### src/rtl/mem_arbiter_if.sv
// Bundle of the IFU, LSU and memory handshake signals around the arbiter.
// The slave modport is the arbiter's view; master is the surrounding environment.
interface mem_arbiter_if #(
    parameter int ADDR_W = 32,
    parameter int DATA_W = 32,
    parameter int MASK_W = 8
);
    logic              ifu_req_valid;
    logic              ifu_req_ready;
    logic [ADDR_W-1:0] ifu_addr;
    logic              ifu_resp_valid;
    logic [DATA_W-1:0] ifu_resp_data;

    logic              lsu_req_valid;
    logic              lsu_req_ready;
    logic              lsu_wen;
    logic [ADDR_W-1:0] lsu_addr;
    logic [DATA_W-1:0] lsu_wdata;
    logic [MASK_W-1:0] lsu_wmask;
    logic              lsu_resp_valid;
    logic [DATA_W-1:0] lsu_resp_data;

    logic              mem_req_valid;
    logic              mem_req_ready;
    logic              mem_wen;
    logic [ADDR_W-1:0] mem_addr;
    logic [DATA_W-1:0] mem_wdata;
    logic [MASK_W-1:0] mem_wmask;
    logic              mem_resp_valid;
    logic [DATA_W-1:0] mem_resp_data;

    modport slave (
        input  ifu_req_valid, ifu_addr,
        input  lsu_req_valid, lsu_wen, lsu_addr, lsu_wdata, lsu_wmask,
        input  mem_req_ready, mem_resp_valid, mem_resp_data,
        output ifu_req_ready, ifu_resp_valid, ifu_resp_data,
        output lsu_req_ready, lsu_resp_valid, lsu_resp_data,
        output mem_req_valid, mem_wen, mem_addr, mem_wdata, mem_wmask
    );

    modport master (
        output ifu_req_valid, ifu_addr,
        output lsu_req_valid, lsu_wen, lsu_addr, lsu_wdata, lsu_wmask,
        output mem_req_ready, mem_resp_valid, mem_resp_data,
        input  ifu_req_ready, ifu_resp_valid, ifu_resp_data,
        input  lsu_req_ready, lsu_resp_valid, lsu_resp_data,
        input  mem_req_valid, mem_wen, mem_addr, mem_wdata, mem_wmask
    );
endinterface

### src/rtl/mem_arbiter.sv
// Round-robin arbiter sharing one memory port between IFU and LSU,
// one outstanding transaction at a time (IDLE -> REQ -> WAIT -> IDLE).
module mem_arbiter #(
    parameter int ADDR_W = 32,
    parameter int DATA_W = 32,
    parameter int MASK_W = 8
) (
    input  logic           clk,
    input  logic           rst,
    mem_arbiter_if.slave   bus,
    output logic           busy,
    output logic           owner
);
    typedef enum logic [1:0] {
        S_IDLE = 2'd0,
        S_REQ  = 2'd1,
        S_WAIT = 2'd2
    } state_t;

    state_t            r_state;
    logic              r_last_grant;
    logic              r_owner;
    logic              r_busy;
    logic              r_mem_req_valid;
    logic              r_wen;
    logic [ADDR_W-1:0] r_addr;
    logic [DATA_W-1:0] r_wdata;
    logic [MASK_W-1:0] r_wmask;
    logic              r_ifu_resp_valid;
    logic              r_lsu_resp_valid;
    logic [DATA_W-1:0] r_ifu_resp_data;
    logic [DATA_W-1:0] r_lsu_resp_data;

    logic              w_grant_ifu;
    logic              w_grant_lsu;

    // Grant in IDLE only; on a tie the side that did not win last time goes first.
    always_comb begin
        w_grant_ifu = 1'b0;
        w_grant_lsu = 1'b0;
        if (!rst && (r_state == S_IDLE)) begin
            if (bus.ifu_req_valid && bus.lsu_req_valid) begin
                w_grant_ifu = r_last_grant;
                w_grant_lsu = !r_last_grant;
            end else begin
                w_grant_ifu = bus.ifu_req_valid;
                w_grant_lsu = bus.lsu_req_valid;
            end
        end else begin
            w_grant_ifu = 1'b0;
            w_grant_lsu = 1'b0;
        end
    end

    // Transaction sequencer with registered memory-side and response outputs.
    always_ff @(posedge clk or posedge rst) begin
        if (rst) begin
            r_state          <= S_IDLE;
            r_last_grant     <= 1'b1;
            r_owner          <= 1'b1;
            r_busy           <= 1'b0;
            r_mem_req_valid  <= 1'b0;
            r_wen            <= 1'b0;
            r_addr           <= {ADDR_W{1'b0}};
            r_wdata          <= {DATA_W{1'b0}};
            r_wmask          <= {MASK_W{1'b0}};
            r_ifu_resp_valid <= 1'b0;
            r_lsu_resp_valid <= 1'b0;
            r_ifu_resp_data  <= {DATA_W{1'b0}};
            r_lsu_resp_data  <= {DATA_W{1'b0}};
        end else begin
            r_ifu_resp_valid <= 1'b0;
            r_lsu_resp_valid <= 1'b0;
            case (r_state)
                S_IDLE: begin
                    if (w_grant_lsu) begin
                        r_state         <= S_REQ;
                        r_busy          <= 1'b1;
                        r_mem_req_valid <= 1'b1;
                        r_owner         <= 1'b1;
                        r_last_grant    <= 1'b1;
                        r_wen           <= bus.lsu_wen;
                        r_addr          <= bus.lsu_addr;
                        r_wdata         <= bus.lsu_wdata;
                        r_wmask         <= bus.lsu_wen ? bus.lsu_wmask : {MASK_W{1'b0}};
                    end else if (w_grant_ifu) begin
                        r_state         <= S_REQ;
                        r_busy          <= 1'b1;
                        r_mem_req_valid <= 1'b1;
                        r_owner         <= 1'b0;
                        r_last_grant    <= 1'b0;
                        r_wen           <= 1'b0;
                        r_addr          <= bus.ifu_addr;
                        r_wdata         <= {DATA_W{1'b0}};
                        r_wmask         <= {MASK_W{1'b0}};
                    end else begin
                        r_state <= S_IDLE;
                    end
                end
                S_REQ: begin
                    if (bus.mem_req_ready) begin
                        r_state         <= S_WAIT;
                        r_mem_req_valid <= 1'b0;
                    end else begin
                        r_state <= S_REQ;
                    end
                end
                S_WAIT: begin
                    // Stores acknowledge with zero data regardless of the bus contents.
                    if (bus.mem_resp_valid) begin
                        r_state <= S_IDLE;
                        r_busy  <= 1'b0;
                        if (r_owner) begin
                            r_lsu_resp_valid <= 1'b1;
                            r_lsu_resp_data  <= r_wen ? {DATA_W{1'b0}} : bus.mem_resp_data;
                        end else begin
                            r_ifu_resp_valid <= 1'b1;
                            r_ifu_resp_data  <= bus.mem_resp_data;
                        end
                    end else begin
                        r_state <= S_WAIT;
                    end
                end
                default: begin
                    r_state         <= S_IDLE;
                    r_busy          <= 1'b0;
                    r_mem_req_valid <= 1'b0;
                end
            endcase
        end
    end

    assign bus.ifu_req_ready  = w_grant_ifu;
    assign bus.lsu_req_ready  = w_grant_lsu;
    assign bus.ifu_resp_valid = r_ifu_resp_valid;
    assign bus.ifu_resp_data  = r_ifu_resp_data;
    assign bus.lsu_resp_valid = r_lsu_resp_valid;
    assign bus.lsu_resp_data  = r_lsu_resp_data;
    assign bus.mem_req_valid  = r_mem_req_valid;
    assign bus.mem_wen        = r_wen;
    assign bus.mem_addr       = r_addr;
    assign bus.mem_wdata      = r_wdata;
    assign bus.mem_wmask      = r_wmask;
    assign busy               = r_busy;
    assign owner              = r_owner;
endmodule
### src/flat_wrapper.sv
// flat-port wrapper written by rule: the top's interface ports become plain ports
module mem_arbiter_flat 
#(
    parameter int ADDR_W = 32,
    parameter int DATA_W = 32,
    parameter int MASK_W = 8
)
  (clk, rst, busy, owner, bus_ifu_req_valid, bus_ifu_addr, bus_lsu_req_valid, bus_lsu_wen, bus_lsu_addr, bus_lsu_wdata, bus_lsu_wmask, bus_mem_req_ready, bus_mem_resp_valid, bus_mem_resp_data, bus_ifu_req_ready, bus_ifu_resp_valid, bus_ifu_resp_data, bus_lsu_req_ready, bus_lsu_resp_valid, bus_lsu_resp_data, bus_mem_req_valid, bus_mem_wen, bus_mem_addr, bus_mem_wdata, bus_mem_wmask);
  mem_arbiter_if #(.ADDR_W(ADDR_W), .DATA_W(DATA_W), .MASK_W(MASK_W)) bus_i ();
  input  logic clk;
  input  logic rst;
  output logic busy;
  output logic owner;
  input wire logic [$bits(bus_i.ifu_req_valid)-1:0] bus_ifu_req_valid;
  input wire logic [$bits(bus_i.ifu_addr)-1:0] bus_ifu_addr;
  input wire logic [$bits(bus_i.lsu_req_valid)-1:0] bus_lsu_req_valid;
  input wire logic [$bits(bus_i.lsu_wen)-1:0] bus_lsu_wen;
  input wire logic [$bits(bus_i.lsu_addr)-1:0] bus_lsu_addr;
  input wire logic [$bits(bus_i.lsu_wdata)-1:0] bus_lsu_wdata;
  input wire logic [$bits(bus_i.lsu_wmask)-1:0] bus_lsu_wmask;
  input wire logic [$bits(bus_i.mem_req_ready)-1:0] bus_mem_req_ready;
  input wire logic [$bits(bus_i.mem_resp_valid)-1:0] bus_mem_resp_valid;
  input wire logic [$bits(bus_i.mem_resp_data)-1:0] bus_mem_resp_data;
  output wire logic [$bits(bus_i.ifu_req_ready)-1:0] bus_ifu_req_ready;
  output wire logic [$bits(bus_i.ifu_resp_valid)-1:0] bus_ifu_resp_valid;
  output wire logic [$bits(bus_i.ifu_resp_data)-1:0] bus_ifu_resp_data;
  output wire logic [$bits(bus_i.lsu_req_ready)-1:0] bus_lsu_req_ready;
  output wire logic [$bits(bus_i.lsu_resp_valid)-1:0] bus_lsu_resp_valid;
  output wire logic [$bits(bus_i.lsu_resp_data)-1:0] bus_lsu_resp_data;
  output wire logic [$bits(bus_i.mem_req_valid)-1:0] bus_mem_req_valid;
  output wire logic [$bits(bus_i.mem_wen)-1:0] bus_mem_wen;
  output wire logic [$bits(bus_i.mem_addr)-1:0] bus_mem_addr;
  output wire logic [$bits(bus_i.mem_wdata)-1:0] bus_mem_wdata;
  output wire logic [$bits(bus_i.mem_wmask)-1:0] bus_mem_wmask;
  assign bus_i.ifu_req_valid = bus_ifu_req_valid;
  assign bus_i.ifu_addr = bus_ifu_addr;
  assign bus_i.lsu_req_valid = bus_lsu_req_valid;
  assign bus_i.lsu_wen = bus_lsu_wen;
  assign bus_i.lsu_addr = bus_lsu_addr;
  assign bus_i.lsu_wdata = bus_lsu_wdata;
  assign bus_i.lsu_wmask = bus_lsu_wmask;
  assign bus_i.mem_req_ready = bus_mem_req_ready;
  assign bus_i.mem_resp_valid = bus_mem_resp_valid;
  assign bus_i.mem_resp_data = bus_mem_resp_data;
  assign bus_ifu_req_ready = bus_i.ifu_req_ready;
  assign bus_ifu_resp_valid = bus_i.ifu_resp_valid;
  assign bus_ifu_resp_data = bus_i.ifu_resp_data;
  assign bus_lsu_req_ready = bus_i.lsu_req_ready;
  assign bus_lsu_resp_valid = bus_i.lsu_resp_valid;
  assign bus_lsu_resp_data = bus_i.lsu_resp_data;
  assign bus_mem_req_valid = bus_i.mem_req_valid;
  assign bus_mem_wen = bus_i.mem_wen;
  assign bus_mem_addr = bus_i.mem_addr;
  assign bus_mem_wdata = bus_i.mem_wdata;
  assign bus_mem_wmask = bus_i.mem_wmask;
  mem_arbiter #(.ADDR_W(ADDR_W), .DATA_W(DATA_W), .MASK_W(MASK_W)) u_core (.clk(clk), .rst(rst), .bus(bus_i), .busy(busy), .owner(owner));
endmodule
### config.mk
export PLATFORM = sky130hd
export DESIGN_NAME = mem_arbiter_flat
export DESIGN_NICKNAME = d
export VERILOG_FILES = /design/src/rtl/mem_arbiter_if.sv /design/src/rtl/mem_arbiter.sv /design/src/flat_wrapper.sv
export SDC_FILE = /design/constraint.sdc
export NUM_CORES = 1
export LEC_CHECK = 0
export ABC_AREA = 0
export CAP_MARGIN = 20
export CORE_UTILIZATION = 44
export CTS_CLUSTER_SIZE = 8
export DETAILED_ROUTE_END_ITERATION = 16
export HOLD_SLACK_MARGIN = 0.05
export PLACE_DENSITY = 0.89
export RECOVER_POWER = 50
export SLEW_MARGIN = 20
export SYNTH_ARGS = -nofsm -noshare
export SYNTH_HDL_FRONTEND = slang
export SYNTH_SLANG_ARGS = --single-unit
export TNS_END_PERCENT = 10
### constraint.sdc
create_clock -name clk -period 16.65 [get_ports clk]
set_input_delay 4.995 -clock clk [delete_from_list [all_inputs] [get_ports clk]]
set_output_delay 4.995 -clock clk [all_outputs]
set_load 0.02 [all_outputs]
**Word level (Yosys, flattened, before mapping)**

Cells that the tools add are included.

- $add $sub $neg: 0
- Multiply operators: 0
- Bitwise operators: 3
- Shift-type cells: 0
- Mux-type cells: 32
- Eq/ne operators: 5
- Reductions and logical operators: 11
- Div/mod/pow operators: 0
- $lt $le $gt $ge: 0

Operators by type and width:

| operator | count |
|---|---|
| two-way mux 32 bit | 5 |
| two-way mux 8 bit | 3 |
| two-way mux 1 bit | 18 |
| AND reduction 3 bit | 4 |
| two-way mux 2 bit | 3 |
| case mux 1 bit (3 select lines) | 2 |
| case mux 2 bit (3 select lines) | 1 |
| inequality test 2 bit, second input constant | 2 |
| inequality test 3 bit, second input constant | 1 |
| inverter 1 bit | 3 |
| equality test 2 x 1 -> 1 bit, second input constant | 1 |
| equality test 2 bit, second input constant | 1 |
| logical AND 1 bit | 2 |
| zero test 1 bit | 2 |
| zero test 2 bit | 1 |
| AND reduction 2 bit | 1 |
| nonzero test 2 bit | 1 |

- Bits in registers: 144
- Logic and storage cells: 63
- Latch bits: 0
- Bits in read-only memories: 0
- Memories kept: 0
- Output and inout bits: 144
- Memory bits (writable): 0

**Depth between registers and ports, before layout**

Gate-level depths: netlist of run 1.

- Depth in word-level cells: 6
- Mapped depth: 6
- Gate-level depth less buffers: 3

**Worst setup path after synthesis of run 1**

No wires, ideal clock.

- Path type: input port to output port
- Start: input port rst
- End: output port bus_ifu_req_ready
- Slack: 5742 ps
- Cell stages on the path: 4
- Arrival time: 5913 ps
- Cell sequence: or3_1 > buf_6 > buf_2 > nor2_1

- Word-level cells in the longest chain between the ends: 3

RTL lines:

| item | RTL line | RTL |
|---|---|---|
| from (decl) | flat_wrapper.sv:11 | `input logic rst;` |
| zero test 1 bit (no line) | n/a |  |
| logical AND 1 bit | mem_arbiter.sv:41 | `if (!rst && (r_state == S_IDLE)) begin` |
| two-way mux 1 bit | mem_arbiter.sv:41 |  |
| to (decl) | flat_wrapper.sv:24 | `output wire logic [$bits(bus_i.ifu_req_ready)-1:0] bus_ifu_req_ready;` |

No other way between the ends.

**Worst setup path after layout of run 1**

- Start: input port rst
- End: output port bus_lsu_req_ready

- Word-level cells in the longest chain between the ends: 3

RTL lines:

| item | RTL line | RTL |
|---|---|---|
| zero test 1 bit (no line) | n/a |  |
| logical AND 1 bit | mem_arbiter.sv:41 |  |
| two-way mux 1 bit | mem_arbiter.sv:41 |  |
| to (decl) | flat_wrapper.sv:27 | `output wire logic [$bits(bus_i.lsu_req_ready)-1:0] bus_lsu_req_ready;` |

No other way between the ends.

==> PnR_summary.wiki, run 1 <==
{| class="wikitable"
! Metric !! Value
|-
| Result of the run || finished with violations
|-
| Failing checks || capacitance limit, slew limit
|-
| Clock period minus worst slack || 12570 ps
|-
| Master of the slowest instance on the critical path || sky130_fd_sc_hd__or3_2
|-
| Initial antenna violation count || 0
|-
| Setup slack of the worst register-to-register path || 13550 ps
|-
| Maximum number of pins on one net before global-route repair || 80
|-
| Post-Synth Adder-Cell Area || 0%
|-
| Clock Tree Root || sky130_fd_sc_hd__clkbuf_16
|-
| I/O pin count || 287
|-
| Sequential fraction of design power || 33.5%
|-
| Static power due to leakage || 0.00404 µW
|-
| Part of the power in the clock network || 22.4%
|-
| Combinational family with the most area after synthesis || compound AO/OA/AOI/OAI gates
|-
| Detailed-router iteration count before antenna repair || 5
|-
| Fraction of synthesized area in multiplexers || 6.10%
|-
| Kind of start point of the critical path || input port
|-
| Most frequent cells in the layout || 227 x sky130_fd_sc_hd__clkdlybuf4s50_1, 143 x sky130_fd_sc_hd__dfrtp_1, 63 x sky130_fd_sc_hd__o21ai_0
|-
| Global-route total usage across every layer || 26.3%
|-
| Routed vias/inst || 5.42
|-
| # Max-Cap Violations || 4
|-
| Post-Synth Simple-Gate Area || 10.1%
|-
| Total global routing overflow || 0
|-
| Clock tree skew after final layout || 7.60 ps
|-
| Post-cts resize count || 0
|-
| Sequential area share after synthesis || 61.0%
|-
| Max-Slew Margin vs Limit || -107%
|-
| Cell internal power dissipation || 1180 µW
|-
| Vias after detailed routing || 5257
|-
| Maximum level of the CTS H-tree || 4
|-
| Kind of end point of the critical path || output pin
|-
| Largest vdd supply drop || 0.0923 mV
|-
| Global-route wire length before repair || 28.2 mm
|-
| Syn_nets || 662
|-
| Most area-consuming cells after synthesis || sky130_fd_sc_hd__dfrtp_1 61%, sky130_fd_sc_hd__mux2_2 6.1%, sky130_fd_sc_hd__a22o_1 5.9%
|-
| Power density over the cells || 196 nW/µm²
|-
| Setup TNS after final layout || 0 ps
|-
| Reg-to-reg endpoint || u_core.bus.lsu_resp_data[21]
|-
| Average instance area after synthesis || 11.4 µm²
|-
| Required time worst endpoint || 11650 ps
|-
| Final WL || 17.8 mm
|-
| Clock latency at the later pin of the worst-skew pair || 420 ps
|-
| Net Sw Power || 680 µW
|-
| Number of distinct library cell variants in the gate-level netlist after synthesis || 29
|-
| Die area || 13900 µm²
|-
| Critical R2R Launch || u_core.r_state[0]
|-
| Number of flip-flops and latches in the synthesized netlist || 144
|-
| Final GP Congestion || 0.832
|-
| Switching share of power || 36.7%
|-
| Clock buffer depth || 2
|-
| Filler cell count || 853
|-
| Site Rows || 41
|-
| Sinks on Clock Net || 144
|-
| Number of diodes || 0
|-
| DR WL/cell || 18.4 µm
|-
| Sequential standard cell area || 3600 µm²
|-
| Combined area of the multi-input logic cells || 2070 µm²
|-
| Warnings from Yosys || 0
|-
| Vertical die dimension || 118 µm
|-
| Fin crit share || 75.5%
|-
| Crit Path Max Fanout || 34
|-
| Clock buffers created by TritonCTS || 17
|-
| Area share of the largest cell type after synthesis || 60.6%
|-
| Most area-hungry cell type in the Yosys netlist || sky130_fd_sc_hd__dfrtp_1
|-
| Dominant register cell in the synthesized netlist || sky130_fd_sc_hd__dfrtp_1
|-
| Layout cells sized above 1 || 9.52%
|-
| Nets || 928
|-
| Final-report max-slew violation count || 228
|-
| Clock slew seen by the registers of the worst setup and hold paths || 60 ps
|-
| Path category of the worst min-delay check || register to register
|-
| Post-detail-place hpwl || 12.2 mm
|-
| Worst Reg2Reg Path Length in Cells || 3
|-
| Hold Violations, Final || 0
|-
| Number of logic stages on the critical path including buffering || 4
|-
| Final worst hold slack || 473 ps
|-
| Setup violations, final || 0
|-
| Post-CTS Setup Inserts || 0
|-
| FMAX || 0.0796 GHz
|-
| Core Region || 12900 µm²
|-
| Count of buffers from port buffering || 286
|-
| Starting DRC count in detailed routing || 339
|-
| Critical path buffers and inverters || 2
|-
| Critical path class || input port to output pin
|-
| Most frequent standard cell in the layout excluding fill and tap cells || sky130_fd_sc_hd__clkdlybuf4s50_1
|-
| Combinational share of power || 44.1%
|-
| Total standard cell area after synthesis || 5910 µm²
|-
| CTS Hold Buffers Added || 0
|-
| Crit path max-delay family || buffers and inverters
|-
| CTS tree || done
|-
| Maximum single-stage delay on the critical path || 750 ps
|-
| Die Wd || 118 µm
|-
| Unrepaired setup endpoints after global routing || no
|-
| Origin of the worst setup path || rst
|-
| Count of flip-flops with a built-in enable after synthesis || 0
|-
| Xor/xnor share of the synthesized area || 0%
|-
| Starting utilization of the core area || 45.9%
|-
| Via count of the first global-routing pass || 5396
|-
| Remaining DRCs || 0
|-
| Instance count of the mapped netlist || 519
|-
| Worst setup path endpoint || bus_lsu_req_ready
|-
| Crit path cell chain || dlygate4sd3_1 > or3_2 > nor2_8 > clkdlybuf4s50_1
|-
| Arrival @ worst endpoint || 7570 ps
|-
| Compound-Gate Fraction of Synth Area || 18.3%
|-
| Slew @ Worst Pin || 3100 ps
|-
| Share of flip-flops with an asynchronous set or reset || 100%
|-
| Number of nets still failing antenna checks after routing || 0
|-
| Area overhead of the layout relative to synthesis || 60.3%
|}
## flip-flops by register name, summed over array words and instances, names as in the netlist, 2 cells and up
register,flops
u_core.bus.mem_wmask,8
u_core.bus.mem_wdata,32
u_core.bus.lsu_resp_data,32
u_core.bus.ifu_resp_data,32
u_core.r_state,2
u_core.bus.mem_addr,32
## logic make-up (layout without fill, tap and decap cells)
kind of cell	Yosys count	in the layout
flip-flops	144	144
AND/OR/NAND/NOR	116	116
buffers and inverters	51	330
multiplexers	32	32
AO/OA/AOI/OAI	176	176
## worst min-delay path, cell delays in order (launching register included)
cell and delay, ps:
sky130_fd_sc_hd__dfrtp_1 330, sky130_fd_sc_hd__nand2_1 40, sky130_fd_sc_hd__o21ai_0 60
## layer usage
layer	wire [µm]	track usage (%)	vias up
li1	-	-	2395
met4	597	12.5	0
met2	9040	44.4	294
met3	1250	6.30	44
met1	6930	31.7	2524
met5	0	0	-
## how the worst min path moves through the flow
stage | cells after the start | endpoint | slack (ps) | from
after global routing | 2 | u_core.bus.lsu_resp_data[12] | 510 | u_core.bus.lsu_resp_data[12]
after CTS | 2 | u_core.bus.lsu_resp_data[15] | 480 | u_core.bus.lsu_resp_data[15]
after floorplan | 2 | u_core.r_state[1] | 550 | u_core.r_state[1]
after detailed placement | 2 | u_core.bus.lsu_resp_data[29] | 470 | u_core.bus.lsu_resp_data[29]
final | 2 | u_core.bus.lsu_resp_data[23] | 470 | u_core.bus.lsu_resp_data[23]
after global placement | 2 | u_core.bus.lsu_resp_data[22] | 460 | u_core.bus.lsu_resp_data[22]
## per-stage QoR
step	instances	util [%]	worst slack (ps)	cell area [µm²]	power, µW
4_1_cts	969	73.6	3990	9480	1890
2_1_floorplan	519	-	5740	5910	1030
6_report	970	73.5	4080	9470	1860
5_1_grt	970	73.5	3990	9470	1950
3_5_place_dp	937	68.6	3980	8830	1460
3_3_place_gp	937	68.6	4070	8830	1440
## cell usage after synthesis (2+ instances only)
cell type / count
sky130_fd_sc_hd__nand2_1: 41
sky130_fd_sc_hd__buf_6: 5
sky130_fd_sc_hd__o21ai_1: 5
sky130_fd_sc_hd__a21oi_1: 32
sky130_fd_sc_hd__nand3_1: 32
sky130_fd_sc_hd__a21o_1: 2
sky130_fd_sc_hd__o21ai_0: 63
sky130_fd_sc_hd__clkbuf_1: 22
sky130_fd_sc_hd__dfrtp_1: 143
sky130_fd_sc_hd__buf_2: 18
sky130_fd_sc_hd__nand2b_1: 32
sky130_fd_sc_hd__clkbuf_2: 2
sky130_fd_sc_hd__inv_1: 3
sky130_fd_sc_hd__a22o_1: 40
sky130_fd_sc_hd__nor2_1: 3
sky130_fd_sc_hd__a31oi_1: 32
sky130_fd_sc_hd__mux2_2: 32
## layout make-up
type                            count  area share [%]
Clock inverter                     13            2.21
Inverter                            3           0.132
Multi-Input combinational cell    324            21.9
Clock buffer                       19            4.68
Tap cell                          172            2.27
Sequential cell                   144            38.1
Timing Repair Buffer              295            30.8
## power by group through the flow
stage / clock network (µW) / registers, µW / logic, µW
after CTS: 424 / 623 / 847
after global placement: 0 / 614 / 822
final: 416 / 621 / 819
after global routing: 438 / 641 / 867
after detailed placement: 0 / 623 / 841
after floorplan: 0 / 794 / 237
Power figures use the tool's default switching activity.
==> run 2, diff against run 1 <==
CORE_UTILIZATION = 41   (was 44)
PLACE_DENSITY = 0.84   (was 0.89)
clock period = 12.25 ns   (was 16.65 ns; I/O delays follow)
==> PnR_summary.wiki, run 2 (same netlist as run 1, synthesis figures left out) <==
{| class="wikitable"
! Metric !! Value
|-
| Clock buffers created by TritonCTS || 17 (unchanged)
|-
| Crit path cell chain || dlygate4sd3_1 > or3_1 > nor2_8 > clkdlybuf4s50_1
|-
| Post-detail-place hpwl || 11.9 mm (-2.4%)
|-
| Fin crit share || 77.7%
|-
| Sinks on Clock Net || 144 (unchanged)
|-
| Post-cts resize count || 0 (unchanged)
|-
| Result of the run || finished with violations
|-
| Combinational share of power || 43.8% (-0.3 points)
|-
| Starting utilization of the core area || 42.2% (-3.6 points)
|-
| Placement Setup Slack || 2770 ps (-1210 ps)
|-
| Number of logic stages on the critical path including buffering || 4 (unchanged)
|-
| Count of buffers from port buffering || 286 (unchanged)
|-
| DR WL/cell || 17.3 µm (-5.9%)
|-
| Detailed route wirelength on metal2 || 8.53 mm (-5.6%)
|-
| Worst Reg2Reg Path Length in Cells || 3 (unchanged)
|-
| Core Region || 14000 µm² (+8.6%)
|-
| Setup violations, final || 0 (unchanged)
|-
| Detailed-router iteration count before antenna repair || 5 (unchanged)
|-
| Critical path buffers and inverters || 2 (unchanged)
|-
| Arrival @ worst endpoint || 5840 ps (-1730 ps)
|-
| Starting DRC count in detailed routing || 407 (+20%)
|-
| Kind of end point of the critical path || output pin
|-
| Clock buffer depth || 2 (unchanged)
|-
| CTS tree || done
|-
| Final worst setup slack || 2740 ps (-1350 ps)
|-
| Max-Slew Margin vs Limit || -106% (+0.85 points)
|-
| Failing checks || capacitance limit, slew limit
|-
| Final WL || 16.9 mm (-5.1%)
|-
| Final-report max-slew violation count || 173 (-24%)
|-
| Largest vdd supply drop || 0.122 mV (+32%)
|-
| Net Sw Power || 900 µW (+32%)
|-
| Path category of the worst min-delay check || register to register
|-
| Vertical die dimension || 122 µm (+3.5%)
|-
| Uppermost metal layer occupied by signal nets || met4
|-
| Final GP Congestion || 0.835 (+0.32%)
|-
| Vias after detailed routing || 5212 (-0.86%)
|-
| Count of cells along the worst hold path || 2 (unchanged)
|-
| Routed length on met1 || 6.57 mm (-5.2%)
|-
| Area overhead of the layout relative to synthesis || 59.9%
|-
| Remaining DRCs || 0 (unchanged)
|-
| Clock slew seen by the registers of the worst setup and hold paths || 60 ps (about the same)
|-
| Switching share of power || 36.8% (+0.10 points)
|-
| Master of the slowest instance on the critical path || sky130_fd_sc_hd__clkdlybuf4s50_1
|-
| Clock tree skew after final layout || 11.1 ps (+3.51 ps)
|-
| Clock period minus worst slack || 9510 ps
|-
| Routed vias/inst || 5.33 (-1.7%)
|-
| Sequential fraction of design power || 34.1% (+0.6 points)
|-
| Site Rows || 43 (+4.9%)
|-
| Die area || 14900 µm² (+7.2%)
|-
| I/O pin count || 287 (unchanged)
|-
| Most frequent standard cell in the layout excluding fill and tap cells || sky130_fd_sc_hd__clkdlybuf4s50_1
|-
| Cell internal power dissipation || 1550 µW (+32%)
|-
| Met3 WL || 1.38 mm (+11%)
|-
| Maximum level of the CTS H-tree || 4 (unchanged)
|-
| Crit path max-delay family || buffers and inverters
|-
| Part of the power in the clock network || 22.1% (-0.3 points)
|-
| Layout cells sized above 1 || 9.66% (+0.14 points)
|-
| Clock Tree Root || sky130_fd_sc_hd__clkbuf_16
|-
| Critical path class || input port to output pin
|-
| Power density over the cells || 260 nW/µm² (+32%)
|-
| Via count of the first global-routing pass || 5111 (-5.3%)
|-
| FMAX || 0.105 GHz
|-
| Static power due to leakage || 0.00409 µW (+1.1%)
|-
| Number of nets still failing antenna checks after routing || 0 (unchanged)
|-
| Initial antenna violation count || 0 (unchanged)
|-
| Global-route total usage across every layer || 22.8% (-3.5 points)
|-
| Hold Violations, Final || 0 (unchanged)
|-
| Unrepaired setup endpoints after global routing || no
|-
| Most frequent cells in the layout || 180 x sky130_fd_sc_hd__clkdlybuf4s50_1, 143 x sky130_fd_sc_hd__dfrtp_1, 106 x sky130_fd_sc_hd__dlygate4sd3_1
|-
| Crit Path Max Fanout || 34 (unchanged)
|-
| Die Wd || 122 µm (+3.5%)
|-
| Slew @ Worst Pin || 3070 ps (-29.5 ps)
|-
| Maximum number of pins on one net before global-route repair || 74 (-7.5%)
|-
| Maximum single-stage delay on the critical path || 690 ps (-60 ps)
|-
| # Max-Cap Violations || 3 (-1)
|-
| Nets || 927 (-0.11%)
|-
| Global-route wire length before repair || 25.8 mm (-8.6%)
|-
| Setup TNS after final layout || 0 ps (unchanged)
|-
| Post-CTS Setup Inserts || 0 (unchanged)
|-
| Required time worst endpoint || 8570 ps (-3080 ps)
|-
| Kind of start point of the critical path || input port
|-
| Clock latency at the later pin of the worst-skew pair || 410 ps (about the same)
|-
| Total global routing overflow || 0 (unchanged)
|-
| CTS Hold Buffers Added || 0 (unchanged)
|-
| Filler cell count || 1018 (+19%)
|}
-- run 2: worst paths after layout --
check	from	to	slack, ps
worst max-delay path	rst	bus_lsu_req_ready	2740
max in group asynchronous	rst	u_core.bus.mem_wdata[29]	5630
min in group asynchronous	rst	u_core.r_state[0]	4690
worst min register to register	u_core.bus.lsu_resp_data[7]	u_core.bus.lsu_resp_data[7]	470
worst min-delay path	u_core.bus.lsu_resp_data[7]	u_core.bus.lsu_resp_data[7]	470
worst max register to register	u_core.r_state[0]	u_core.bus.lsu_resp_data[24]	9210
-- run 2: routing by layer --
layer,vias up,track usage (%)
li1,2388,-
met1,2508,26.9
met2,281,38.9
met3,35,5.81
met4,0,10.4
met5,-,0
-- run 2: cell type report --
cell class	instances	area, µm²	area share, %
Antenna cell	1	2.50	0.0265
Tap cell	180	225	2.39
Clock buffer	18	439	4.65
Sequential cell	144	3600	38.2
Timing Repair Buffer	294	2920	30.9
Clock inverter	14	188	1.99
Inverter	3	12.5	0.133
Multi-Input combinational cell	324	2050	21.7
-- run 2: power groups by stage --
stage | clock network (µW) | logic (µW) | registers [µW]
global placement | 0 | 1120 | 836
detailed placement | 0 | 1140 | 846
finish | 541 | 1070 | 835
floorplan | 0 | 322 | 1080
global route | 572 | 1150 | 863
CTS | 550 | 1140 | 844
-- run 2: metrics by stage --
| stage | hold slack (ps) | utilization (%) | area (µm²) | std cells | power, µW |
|---|---|---|---|---|---|
| 2_1_floorplan | 551 | - | 5910 | 519 | 1400 |
| 3_3_place_gp | 462 | 63.2 | 8840 | 945 | 1950 |
| 3_5_place_dp | 470 | 63.2 | 8840 | 945 | 1980 |
| 4_1_cts | 483 | 67.7 | 9460 | 977 | 2540 |
| 5_1_grt | 491 | 67.5 | 9440 | 977 | 2580 |
| 6_report | 473 | 67.5 | 9440 | 978 | 2450 |
-- run 2: worst reg2reg max path: cells and delay by family (launching register included) --
family	cells	cell delay, ps
and+or+nand+nor	1	160
AOI/OAI and AO/OA	1	430
DFF	1	530
buffers and inverters	1	1680
